File: src/rtl/alu_exec_stage_pkg.sv
// Shared opcode, FSM state and iteration constants for the ALU execute stage.
package alu_exec_stage_pkg;

    typedef enum logic [3:0] {
        OpAdd   = 4'b0000,
        OpSub   = 4'b0001,
        OpAnd   = 4'b0010,
        OpOr    = 4'b0011,
        OpXor   = 4'b0100,
        OpNor   = 4'b0101,
        OpSll   = 4'b0110,
        OpSrl   = 4'b0111,
        OpSra   = 4'b1000,
        OpSlt   = 4'b1001,
        OpMulu  = 4'b1010,
        OpDivu  = 4'b1011,
        OpPassb = 4'b1100
    } alu_op_e;

    typedef enum logic {
        StIdle = 1'b0,
        StIter = 1'b1
    } state_e;

    localparam int unsigned IterLast = 15;

endpackage

File: src/rtl/mul_div_iter.sv
// Iterative unsigned multiply (shift-add) and divide (restoring), one bit per step.
// The low half of the accumulator starts as operand A and ends as product-low / quotient.
module mul_div_iter
    import alu_exec_stage_pkg::*;
#(
    parameter int unsigned WIDTH      = 16,
    parameter int unsigned ITER_CNT_W = 4
) (
    input  logic             clk_i,
    input  logic             reset_i,
    input  logic             load_i,
    input  logic             step_en_i,
    input  logic             is_div_i,
    input  logic [WIDTH-1:0] a_i,
    input  logic [WIDTH-1:0] b_i,
    output logic             last_step_o,
    output logic             is_div_o,
    output logic [WIDTH-1:0] next_lo_o,
    output logic [WIDTH-1:0] next_hi_o
);

    logic [WIDTH-1:0]      b_q, b_d;
    logic                  div_q, div_d;
    logic [2*WIDTH-1:0]    acc_q, acc_d, acc_step;
    logic [ITER_CNT_W-1:0] cnt_q, cnt_d;
    logic [WIDTH:0]        hi_sum, rem, rem_diff;

    always_comb begin
        hi_sum   = {1'b0, acc_q[2*WIDTH-1:WIDTH]} + (acc_q[0] ? {1'b0, b_q} : '0);
        // Partial remainder after shifting in the next dividend bit.
        rem      = acc_q[2*WIDTH-1:WIDTH-1];
        rem_diff = rem - {1'b0, b_q};
        acc_step = acc_q;
        if (div_q) begin
            if (!rem_diff[WIDTH]) begin
                acc_step = {rem_diff[WIDTH-1:0], acc_q[WIDTH-2:0], 1'b1};
            end else begin
                acc_step = {rem[WIDTH-1:0], acc_q[WIDTH-2:0], 1'b0};
            end
        end else begin
            acc_step = {hi_sum, acc_q[WIDTH-1:1]};
        end
    end

    always_comb begin
        b_d   = b_q;
        div_d = div_q;
        acc_d = acc_q;
        cnt_d = cnt_q;
        if (load_i) begin
            b_d   = b_i;
            div_d = is_div_i;
            acc_d = {{WIDTH{1'b0}}, a_i};
            cnt_d = '0;
        end else if (step_en_i) begin
            acc_d = acc_step;
            cnt_d = cnt_q + ITER_CNT_W'(1);
        end
    end

    always_ff @(posedge clk_i) begin
        if (reset_i) begin
            b_q   <= '0;
            div_q <= 1'b0;
            acc_q <= '0;
            cnt_q <= '0;
        end else begin
            b_q   <= b_d;
            div_q <= div_d;
            acc_q <= acc_d;
            cnt_q <= cnt_d;
        end
    end

    assign last_step_o = (cnt_q == ITER_CNT_W'(IterLast));
    assign is_div_o    = div_q;
    assign next_lo_o   = acc_step[WIDTH-1:0];
    assign next_hi_o   = acc_step[2*WIDTH-1:WIDTH];

endmodule

File: src/rtl/alu_exec_stage.sv
// Execute stage: single-cycle ALU, iterative MULU/DIVU, registered results and flags,
// with a start/busy/done handshake toward the control FSM.
module alu_exec_stage
    import alu_exec_stage_pkg::*;
#(
    parameter int unsigned WIDTH      = 16,
    parameter int unsigned ITER_CNT_W = 4
) (
    input  logic             clk,
    input  logic             reset,
    input  logic [WIDTH-1:0] ALU_1_IN,
    input  logic [WIDTH-1:0] ALU_2_IN,
    input  logic [3:0]       C_ALUOp,
    input  logic             C_ALUStart,
    output logic [WIDTH-1:0] ALUOut,
    output logic [WIDTH-1:0] ALUOutHi,
    output logic             F_Zero,
    output logic             F_Neg,
    output logic             F_Carry,
    output logic             F_Ovf,
    output logic             F_DivZero,
    output logic             C_ALUBusy,
    output logic             C_ALUDone
);

    state_e state_q, state_d;

    logic [WIDTH-1:0]      sc_lo;
    logic                  sc_carry, sc_ovf;
    logic [WIDTH:0]        sum, diff;
    logic [ITER_CNT_W-1:0] shamt;

    logic             load, step_en, commit;
    logic             iter_last, iter_is_div;
    logic [WIDTH-1:0] iter_lo, iter_hi;

    logic [WIDTH-1:0] res_lo, res_hi;
    logic             res_carry, res_ovf, res_dz;

    logic [WIDTH-1:0] out_q, out_hi_q;
    logic             zero_q, neg_q, carry_q, ovf_q, dz_q, done_q;

    assign sum   = {1'b0, ALU_1_IN} + {1'b0, ALU_2_IN};
    assign diff  = {1'b0, ALU_1_IN} - {1'b0, ALU_2_IN};
    assign shamt = ALU_2_IN[ITER_CNT_W-1:0];

    always_comb begin
        sc_lo    = '0;
        sc_carry = 1'b0;
        sc_ovf   = 1'b0;
        case (C_ALUOp)
            OpAdd: begin
                sc_lo    = sum[WIDTH-1:0];
                sc_carry = sum[WIDTH];
                sc_ovf   = (ALU_1_IN[WIDTH-1] == ALU_2_IN[WIDTH-1]) &&
                           (sum[WIDTH-1] != ALU_1_IN[WIDTH-1]);
            end
            OpSub: begin
                sc_lo    = diff[WIDTH-1:0];
                sc_carry = ~diff[WIDTH];
                sc_ovf   = (ALU_1_IN[WIDTH-1] != ALU_2_IN[WIDTH-1]) &&
                           (diff[WIDTH-1] != ALU_1_IN[WIDTH-1]);
            end
            OpAnd:   sc_lo = ALU_1_IN & ALU_2_IN;
            OpOr:    sc_lo = ALU_1_IN | ALU_2_IN;
            OpXor:   sc_lo = ALU_1_IN ^ ALU_2_IN;
            OpNor:   sc_lo = ~(ALU_1_IN | ALU_2_IN);
            OpSll:   sc_lo = ALU_1_IN << shamt;
            OpSrl:   sc_lo = ALU_1_IN >> shamt;
            OpSra:   sc_lo = $unsigned($signed(ALU_1_IN) >>> shamt);
            OpSlt:   sc_lo = {{(WIDTH-1){1'b0}}, $signed(ALU_1_IN) < $signed(ALU_2_IN)};
            OpPassb: sc_lo = ALU_2_IN;
            default: sc_lo = '0;
        endcase
    end

    always_comb begin
        state_d   = state_q;
        load      = 1'b0;
        step_en   = 1'b0;
        commit    = 1'b0;
        res_lo    = sc_lo;
        res_hi    = '0;
        res_carry = sc_carry;
        res_ovf   = sc_ovf;
        res_dz    = 1'b0;
        unique case (state_q)
            StIdle: begin
                if (C_ALUStart) begin
                    if (C_ALUOp == OpMulu || (C_ALUOp == OpDivu && ALU_2_IN != '0)) begin
                        load    = 1'b1;
                        state_d = StIter;
                    end else begin
                        commit = 1'b1;
                        // Zero divisor completes at once with all-ones quotient.
                        if (C_ALUOp == OpDivu) begin
                            res_lo = '1;
                            res_hi = ALU_1_IN;
                            res_dz = 1'b1;
                        end
                    end
                end
            end
            StIter: begin
                step_en   = 1'b1;
                res_lo    = iter_lo;
                res_hi    = iter_hi;
                res_carry = !iter_is_div && (iter_hi != '0);
                res_ovf   = 1'b0;
                if (iter_last) begin
                    commit  = 1'b1;
                    state_d = StIdle;
                end
            end
        endcase
    end

    mul_div_iter #(
        .WIDTH      (WIDTH),
        .ITER_CNT_W (ITER_CNT_W)
    ) u_mul_div_iter (
        .clk_i       (clk),
        .reset_i     (reset),
        .load_i      (load),
        .step_en_i   (step_en),
        .is_div_i    (C_ALUOp == OpDivu),
        .a_i         (ALU_1_IN),
        .b_i         (ALU_2_IN),
        .last_step_o (iter_last),
        .is_div_o    (iter_is_div),
        .next_lo_o   (iter_lo),
        .next_hi_o   (iter_hi)
    );

    always_ff @(posedge clk) begin
        if (reset) begin
            state_q  <= StIdle;
            done_q   <= 1'b0;
            out_q    <= '0;
            out_hi_q <= '0;
            zero_q   <= 1'b0;
            neg_q    <= 1'b0;
            carry_q  <= 1'b0;
            ovf_q    <= 1'b0;
            dz_q     <= 1'b0;
        end else begin
            state_q <= state_d;
            done_q  <= commit;
            if (commit) begin
                out_q    <= res_lo;
                out_hi_q <= res_hi;
                zero_q   <= (res_lo == '0);
                neg_q    <= res_lo[WIDTH-1];
                carry_q  <= res_carry;
                ovf_q    <= res_ovf;
                dz_q     <= res_dz;
            end
        end
    end

    assign ALUOut    = out_q;
    assign ALUOutHi  = out_hi_q;
    assign F_Zero    = zero_q;
    assign F_Neg     = neg_q;
    assign F_Carry   = carry_q;
    assign F_Ovf     = ovf_q;
    assign F_DivZero = dz_q;
    assign C_ALUBusy = (state_q == StIter);
    assign C_ALUDone = done_q;

endmodule

File: config.mk
export PLATFORM = sky130hd
export DESIGN_NAME = alu_exec_stage
export DESIGN_NICKNAME = d
export VERILOG_FILES = /design/src/rtl/alu_exec_stage_pkg.sv /design/src/rtl/mul_div_iter.sv /design/src/rtl/alu_exec_stage.sv
export SDC_FILE = /design/constraint.sdc
export NUM_CORES = 1
export LEC_CHECK = 0
export ABC_AREA = 1
export ABC_CLOCK_PERIOD_IN_PS = 3300
export BUFFER_PORTS_ARGS = -buffer_cell sky130_fd_sc_hd__buf_2
export CAP_MARGIN = 15
export CORE_MARGIN = 4
export CORE_UTILIZATION = 60
export CTS_CLUSTER_DIAMETER = 60
export CTS_CLUSTER_SIZE = 14
export DETAILED_ROUTE_END_ITERATION = 7
export PLACE_DENSITY = 0.83
export SETUP_SLACK_MARGIN = 0.1
export SYNTH_ARGS = -nofsm -noshare
export SYNTH_HDL_FRONTEND = slang
export SYNTH_HIERARCHICAL = 1
export SYNTH_SLANG_ARGS = --single-unit
File: constraint.sdc
create_clock -name clk -period 3.3 [get_ports clk]
set_clock_uncertainty 0.2 [all_clocks]
set_input_delay 0.165 -clock clk [delete_from_list [all_inputs] [get_ports clk]]
set_output_delay 0.165 -clock clk [all_outputs]
set_load 0.02 [all_outputs]
==> impl_metrics.env, run 1 <==
export IMPL_powerDensity_mw_per_mm2=335
export IMPL_clkSlewWorstSetupHoldPaths_ns=0.07
export IMPL_relSlewSlack_pct=35.2
export IMPL_area_growth_pct=11.1
export IMPL_drcViolationCount=0
export IMPL_htreeDepth=3
export IMPL_syn_avg_cell_area_um2=5.63
export IMPL_root_buffer="clkbuf_16"
export IMPL_power_leakage_nw=6.58
export IMPL_arrival_ns=3.13
export IMPL_irDropWorstVdd_mv=0.378
export IMPL_synth_cell_types=49
export IMPL_wl_um=44200
export IMPL_grt_pass1_wl_um=67500
export IMPL_drt_pass1_iter_count=8
export IMPL_ys_ff_latch=91
export IMPL_cp_top_family="simple AND/OR/NAND/NOR gates"
export IMPL_drt_iter0_markers=1777
export IMPL_synth_nets=2088
export IMPL_grt_max_degree=44
export IMPL_slowest_stage="dfxtp_1"
export IMPL_grt_util_all_layers_pct=42.1
export IMPL_dpl_hpwl_um=34300
export IMPL_place_congestion=1.08
export IMPL_cts_path_max_buffers=2
export IMPL_fin_tns_setup_ns=0
export IMPL_outcome="complete, no violations"
export IMPL_setup_viol=0
export IMPL_io_pins=78
export IMPL_initial_core_util_pct=61.1
export IMPL_worstHoldPathType="in2reg"
export IMPL_portBuffers=77
export IMPL_critPathLaunchType="register"
export IMPL_crit_type="reg2reg"
export IMPL_dieWidth_um=144
export IMPL_synth_enable_flop_cells=0
export IMPL_antenna_found_initial=0
export IMPL_ant_nets=0
export IMPL_grt_overflow=0
export IMPL_die_h_um=144
export IMPL_design_area_mm2=0.0122
export IMPL_cpMostUsedCell="nand2_1"
export IMPL_vias_per_cell=6.12
export IMPL_ys_seq_area_share_pct=16.5
export IMPL_cts_made_buffers=9
export IMPL_grt_pass1_vias=12800
export IMPL_layout_commonest_cell="nand2_1"
export IMPL_final_cell_mix="nand2_1 (628), nand3_1 (249), inv_1 (245)"
export IMPL_yosysWarnings=6
export IMPL_synth_cell_area_mm2=0.0110
export IMPL_slowest_delay_ns=0.39
export IMPL_insertion_delay_ns=0.35
export IMPL_cts_sinks=91
export IMPL_end_kind="register"
export IMPL_ys_flop_type="dfxtp_1"
export IMPL_ff2ff_setup_slack_ns=0.20
export IMPL_routedWlPerCell_um=19.6
export IMPL_slew_violations=0
export IMPL_async_flop_share_pct=0
export IMPL_grt_setup_unrepaired="yes"
export IMPL_multi_input_area_mm2=0.00802
export IMPL_crit_chain="inv_1 -> ha_4 -> nand2_1 -> inv_1 -> nand2_1 -> nand2_1 -> a21oi_2 -> buf_4 -> nand2_4 -> nand2_8 -> buf_4 -> nand3_1 -> nand3_2 -> nand2_1 -> nor4_2 -> a41oi_2 -> nand3_1 -> a31oi_1"
export IMPL_hold_viol_final=0
export IMPL_fill_cells=1744
export IMPL_period_minus_slack_ns=3.10
export IMPL_worstMarginPinSlew_ns=0.969
export IMPL_fin_nets=2151
export IMPL_vias=13800
export IMPL_cts_tree="yes"
export IMPL_area_sequential_mm2=0.00183
export IMPL_core_mm2=0.0180
export IMPL_dieArea_mm2=0.0206
export IMPL_post_route_period_util_pct=94.0
export IMPL_maxCapViolations=0
export IMPL_syn_instance_count=1958
export IMPL_cp_max_fo=8
export IMPL_fmax_mhz=322
export IMPL_drive_above_1_share_pct=11.4
export IMPL_critical_path_buf_inv_count=4
export IMPL_cp_required_ns=3.33
export IMPL_rows=49
export IMPL_diodes=0
export IMPL_placed_cell_area_mm2=0.0117
==> sequential cells by signal, indices dropped and copies added (netlist names), 4 cells and up <==
signal / count
u_mul_div_iter/acc_q: 32
u_mul_div_iter/b_q: 16
ALUOutHi: 16
ALUOut: 16
u_mul_div_iter/cnt_q: 4
==> tightest hold or removal path, delay by kind of cell <==
family / cells / cell delay [ns]
simple gates: 1 / 0.14
buf+inv: 1 / 0.14
compound gates: 1 / 0.06
==> kinds of logic (layout without fill, tap and decap cells) <==
logic type                 Yosys count  in the layout  synth area share [%]
AOI/OAI and AO/OA                  270            270                  14.3
xor gates and xnor gates            12             12                 0.954
adders and majority gates           91             91                  10.6
buffers and inverters              333            401                  12.2
DFF                                 91             91                  16.5
and+or+nand+nor                   1161           1161                  45.4
==> final cells by class <==
type / instances / share of cell area, %
Multi-Input combinational cell: 1534 / 65.5
Sequential cell: 91 / 14.9
Inverter: 254 / 7.81
Timing Repair Buffer: 131 / 6.83
Tap cell: 229 / 2.34
Clock buffer: 9 / 1.84
Clock inverter: 7 / 0.767
==> synth_stat cells (2+ instances only) <==
cell type | number | area [um2]
nand2_4 | 2 | 22.5
buf_1 | 4 | 15.0
nand3_2 | 13 | 130
nand3b_1 | 3 | 22.5
o22ai_1 | 7 | 43.8
inv_1 | 246 | 923
buf_2 | 33 | 165
inv_2 | 5 | 18.8
nand2_2 | 16 | 100
clkbuf_1 | 33 | 124
xnor2_1 | 5 | 43.8
or2_1 | 2 | 12.5
and2_1 | 3 | 18.8
ha_1 | 87 | 1090
o211ai_1 | 16 | 120
dfxtp_1 | 91 | 1820
o21ai_0 | 77 | 385
a22oi_1 | 2 | 15.0
a21oi_1 | 98 | 490
nand3_1 | 250 | 1250
nor2_1 | 171 | 642
a21o_1 | 3 | 22.5
or2_2 | 5 | 31.3
nand4_1 | 26 | 163
nor2_2 | 9 | 56.3
o21bai_1 | 8 | 60.1
xor2_1 | 7 | 61.3
buf_4 | 5 | 37.5
a221oi_1 | 17 | 149
a211oi_1 | 17 | 128
nor3_1 | 15 | 75.1
a31oi_1 | 19 | 119
nand2_1 | 634 | 2380
nor4_1 | 7 | 43.8
clkinv_1 | 2 | 7.51
fa_1 | 4 | 80.1
buf_6 | 4 | 45.0
==> layer usage <==
| metal | wire length (um) | up-vias | part of all wire, % | global-route usage (%) |
|---|---|---|---|---|
| met5 | 0 | - | 0 | 0 |
| met1 | 15900 | 6074 | 36 | 49.3 |
| met3 | 4720 | 273 | 11 | 7.95 |
| li1 | - | 6522 | - | - |
| met2 | 19300 | 924 | 44 | 67.1 |
| met4 | 4320 | 0 | 9.8 | 34.0 |
==> final timing paths <==
kind,from,end,cells after the start
max,u_mul_div_iter/b_q[10],F_Carry,18
min,ALU_2_IN[5],u_mul_div_iter/b_q[5],3
max reg2reg,u_mul_div_iter/b_q[10],F_Carry,18
min reg2reg,F_Zero,F_Zero,2
==> where the power goes <==
| group | internal (W) | switching (W) | total (W) |
|---|---|---|---|
| logic | 0.000586 | 0.00120 | 0.00179 |
| clock network | 0.000609 | 0.000509 | 0.00112 |
| registers | 0.00115 | 0.0000424 | 0.00119 |
==> per-stage QoR <==
step                util (%)  total power [W]  setup WS, ns  instances  hold slack, ns
floorplan                  -          0.00231         0.423       1958          0.0341
global placement        64.7          0.00279         0.114       2230           0.256
detailed placement      64.7          0.00281        0.0758       2230           0.260
CTS                     66.6          0.00392         0.124       2249         0.00608
global route            67.9          0.00430        0.0441       2255          0.0167
finish                  67.9          0.00410         0.197       2255         0.00950
==> timing repair <==
action,CTS,global route
endpoints found under the hold margin,3,0
gates resized for setup,3,36
endpoints found under the setup margin,1,4
gates cloned,0,1
buffers inserted,0,5
pin swaps,0,8
hold buffers,3,0
No activity file was read; power rests on OpenSTA's default activity.
==> run 2, diff against run 1 <==
--- a/config.mk
+++ b/config.mk
@@ -14,9 +14,8 @@
 export CTS_CLUSTER_DIAMETER = 60
 export CTS_CLUSTER_SIZE = 14
 export DETAILED_ROUTE_END_ITERATION = 7
-export PLACE_DENSITY = 0.83
+export PLACE_DENSITY = 0.84
 export SETUP_SLACK_MARGIN = 0.1
 export SYNTH_ARGS = -nofsm -noshare
 export SYNTH_HDL_FRONTEND = slang
-export SYNTH_HIERARCHICAL = 1
 export SYNTH_SLANG_ARGS = --single-unit
==> run 2 against run 1 <==
Worst setup slack better by 0.056 ns. Clock-buffer cell count unchanged. Register-to-register slack gained 0.09 ns. Utilization grew 0.27 points. Area after synthesis is 6.5% lower. Critical path type is now in2reg. Critical endpoint is now F_Zero. Largest cell class unchanged. Highest routed layer is now met5.
==> impl_metrics.env, run 2 <==
export IMPL_outcome="complete, no violations"
export IMPL_largest_register_ff_count=32
export IMPL_synth_cell_area_mm2=0.0103
export IMPL_grt_setup_unrepaired="yes"
export IMPL_yosysMostFrequentCell="nand2_1"
export IMPL_setup_viol=0
export IMPL_cts_path_max_buffers=2
export IMPL_slew_violations=0
export IMPL_cp_required_ns=3.38
export IMPL_power_leakage_nw=6.10
export IMPL_area_growth_pct=10.6
export IMPL_grt_overflow=0
export IMPL_period_minus_slack_ns=3.05
export IMPL_top_register="u_mul_div_iter.acc_q"
export IMPL_synth_area_leaders="nand2_1 (21%), dfxtp_1 (18%), ha_1 (11%)"
export IMPL_relSlewSlack_pct=10.4
export IMPL_drt_pass1_iter_count=8
export IMPL_fin_nets=2004
export IMPL_final_cell_mix="nand2_1 (562), inv_1 (205), a21oi_1 (168)"
export IMPL_layout_commonest_cell="nand2_1"
export IMPL_dieWidth_um=139
export IMPL_place_congestion=1.12
export IMPL_ys_seq_area_share_pct=17.7
export IMPL_ys_flop_type="dfxtp_1"
export IMPL_end_kind="register"
export IMPL_worstHoldPathType="in2reg"
export IMPL_cts_sinks=91
export IMPL_hold_viol_final=0
export IMPL_ys_ff_latch=91
export IMPL_core_mm2=0.0167
export IMPL_drt_iter0_markers=1651
export IMPL_synth_top_area_share_pct=20.6
export IMPL_powerDensity_mw_per_mm2=312
export IMPL_synth_common_cells="nand2_1 (564), inv_1 (206), a21oi_1 (170), nand3_1 (166), nor2_1 (147)"
export IMPL_grt_pass1_wl_um=63700
export IMPL_ff2ff_setup_slack_ns=0.29
export IMPL_ant_nets=0
export IMPL_vias_per_cell=6.22
export IMPL_antenna_found_initial=0
export IMPL_drcViolationCount=0
export IMPL_cts_made_buffers=9
export IMPL_clkSlewWorstSetupHoldPaths_ns=0.07
export IMPL_critPathLaunchType="input port"
export IMPL_syn_avg_cell_area_um2=5.70
export IMPL_arrival_ns=3.13
export IMPL_fin_tns_setup_ns=0
export IMPL_portBuffers=77
export IMPL_dieArea_mm2=0.0193
export IMPL_irDropWorstVdd_mv=0.352
export IMPL_stdcell_count=2099
export IMPL_drive_above_1_share_pct=9.90
export IMPL_vias=13100
export IMPL_syn_instance_count=1806
export IMPL_dpl_hpwl_um=32400
export IMPL_grt_pass1_vias=11500
export IMPL_crit_type="in2reg"
export IMPL_insertion_delay_ns=0.35
export IMPL_dp_cells=2079
export IMPL_cts_tree="yes"
export IMPL_root_buffer="clkbuf_16"
export IMPL_synth_top_area_cell="nand2_1"
export IMPL_io_pins=78
export IMPL_grt_max_degree=44
export IMPL_rows=47
export IMPL_cp_max_fo=7
export IMPL_worstMarginPinSlew_ns=1.34
export IMPL_wl_um=41700
export IMPL_fmax_mhz=328
export IMPL_synth_enable_flop_cells=0
export IMPL_die_h_um=139
export IMPL_synth_nets=1936
export IMPL_routedWlPerCell_um=19.9
export IMPL_grt_util_all_layers_pct=41.1
export IMPL_post_route_period_util_pct=92.3
export IMPL_maxCapViolations=0
export IMPL_htreeDepth=3
export IMPL_async_flop_share_pct=0
export IMPL_yosysWarnings=0
export IMPL_initial_core_util_pct=61.7
export IMPL_synth_cell_types=45
## run 2: changes by cell type after synthesis, sizes merged, moves of 17 or more
cell / delta
a211oi: -17
inv: -38
nor2: -33
nand2: -83
a21oi: +71
a221oi: -17
nand3: -95
o21ai: +47
## run 2: cells by family after synthesis
logic type	count (synthesis)	synth area share (%)
AND/OR/NAND/NOR	940	38.0
AO/OA/AOI/OAI	377	20.2
flip-flops	91	17.7
buffers and inverters	289	11.3
XOR/XNOR	18	1.53
adder cells (fa/ha/maj)	91	11.3
## run 2: stage by stage
stage          setup WS [ns]  utilization [%]  hold slack [ns]  total power (W)  cell area (um2)
3_3_place_gp           0.351             65.8            0.257          0.00240            11000
3_5_place_dp           0.265             65.8            0.264          0.00242            11000
4_1_cts                0.239             67.7           0.0204          0.00346            11300
2_1_floorplan          0.571                -           0.0344          0.00202            10300
5_1_grt               0.0861             68.2           0.0444          0.00371            11400
6_report               0.254             68.2           0.0228          0.00356            11400
## run 2: report_power, final
| group | internal, W | switching [W] |
|---|---|---|
| clock | 0.000593 | 0.000473 |
| combinational | 0.000408 | 0.000906 |
| sequential | 0.00114 | 0.0000327 |
## run 2: area by class of cell
| class | count | area, um2 |
|---|---|---|
| flip-flops and latches | 91 | 1830 |
| repair buffers | 130 | 818 |
| diodes | 1 | 2.50 |
| well taps | 220 | 275 |
| fillers | 1569 | 5310 |
| clock inverters | 6 | 73.8 |
| multi-input cells | 1426 | 7360 |
| inverters | 216 | 811 |
| clock buffers | 9 | 225 |
## run 2: routing by layer
metal / wire length (um) / up-vias / GRT usage [%]
li1: - / 6050 / -
met1: 17000 / 5828 / 58.1
met2: 16300 / 1023 / 57.7
met3: 6510 / 158 / 13.5
met4: 1930 / 2 / 15.4
met5: 54 / - / 0
## run 2: worst paths after layout
check / startpoint / to / cells after the start
worst max-delay path: ALU_2_IN[13] / F_Zero / 17
worst min-delay path: ALU_2_IN[7] / u_mul_div_iter.b_q[7] / 3
worst max register to register: u_mul_div_iter.b_q[3] / F_Zero / 20
worst min register to register: F_DivZero / F_DivZero / 2
## run 2: worst max-delay path, stage by stage
cell and delay (ns):
dlygate4sd3_1 0.53, buf_2 0.14, inv_1 0.17, ha_1 0.36
inv_2 0.15, o21ai_0 0.10, nor2_1 0.10, nand2_1 0.16
nor2_1 0.17, nand2_1 0.09, nor2_2 0.21, nand3_1 0.18
a21oi_1 0.20, nand2_1 0.07, nor2_1 0.11, nand4_1 0.10
a21oi_1 0.12
## run 2: timing repair
action                                  in CTS  in global routing
hold buffers                                 2                  0
setup buffers                                0                  1
resized for setup                            0                 18
endpoints found under the setup margin       0                  6
endpoints found under the hold margin        2                  0
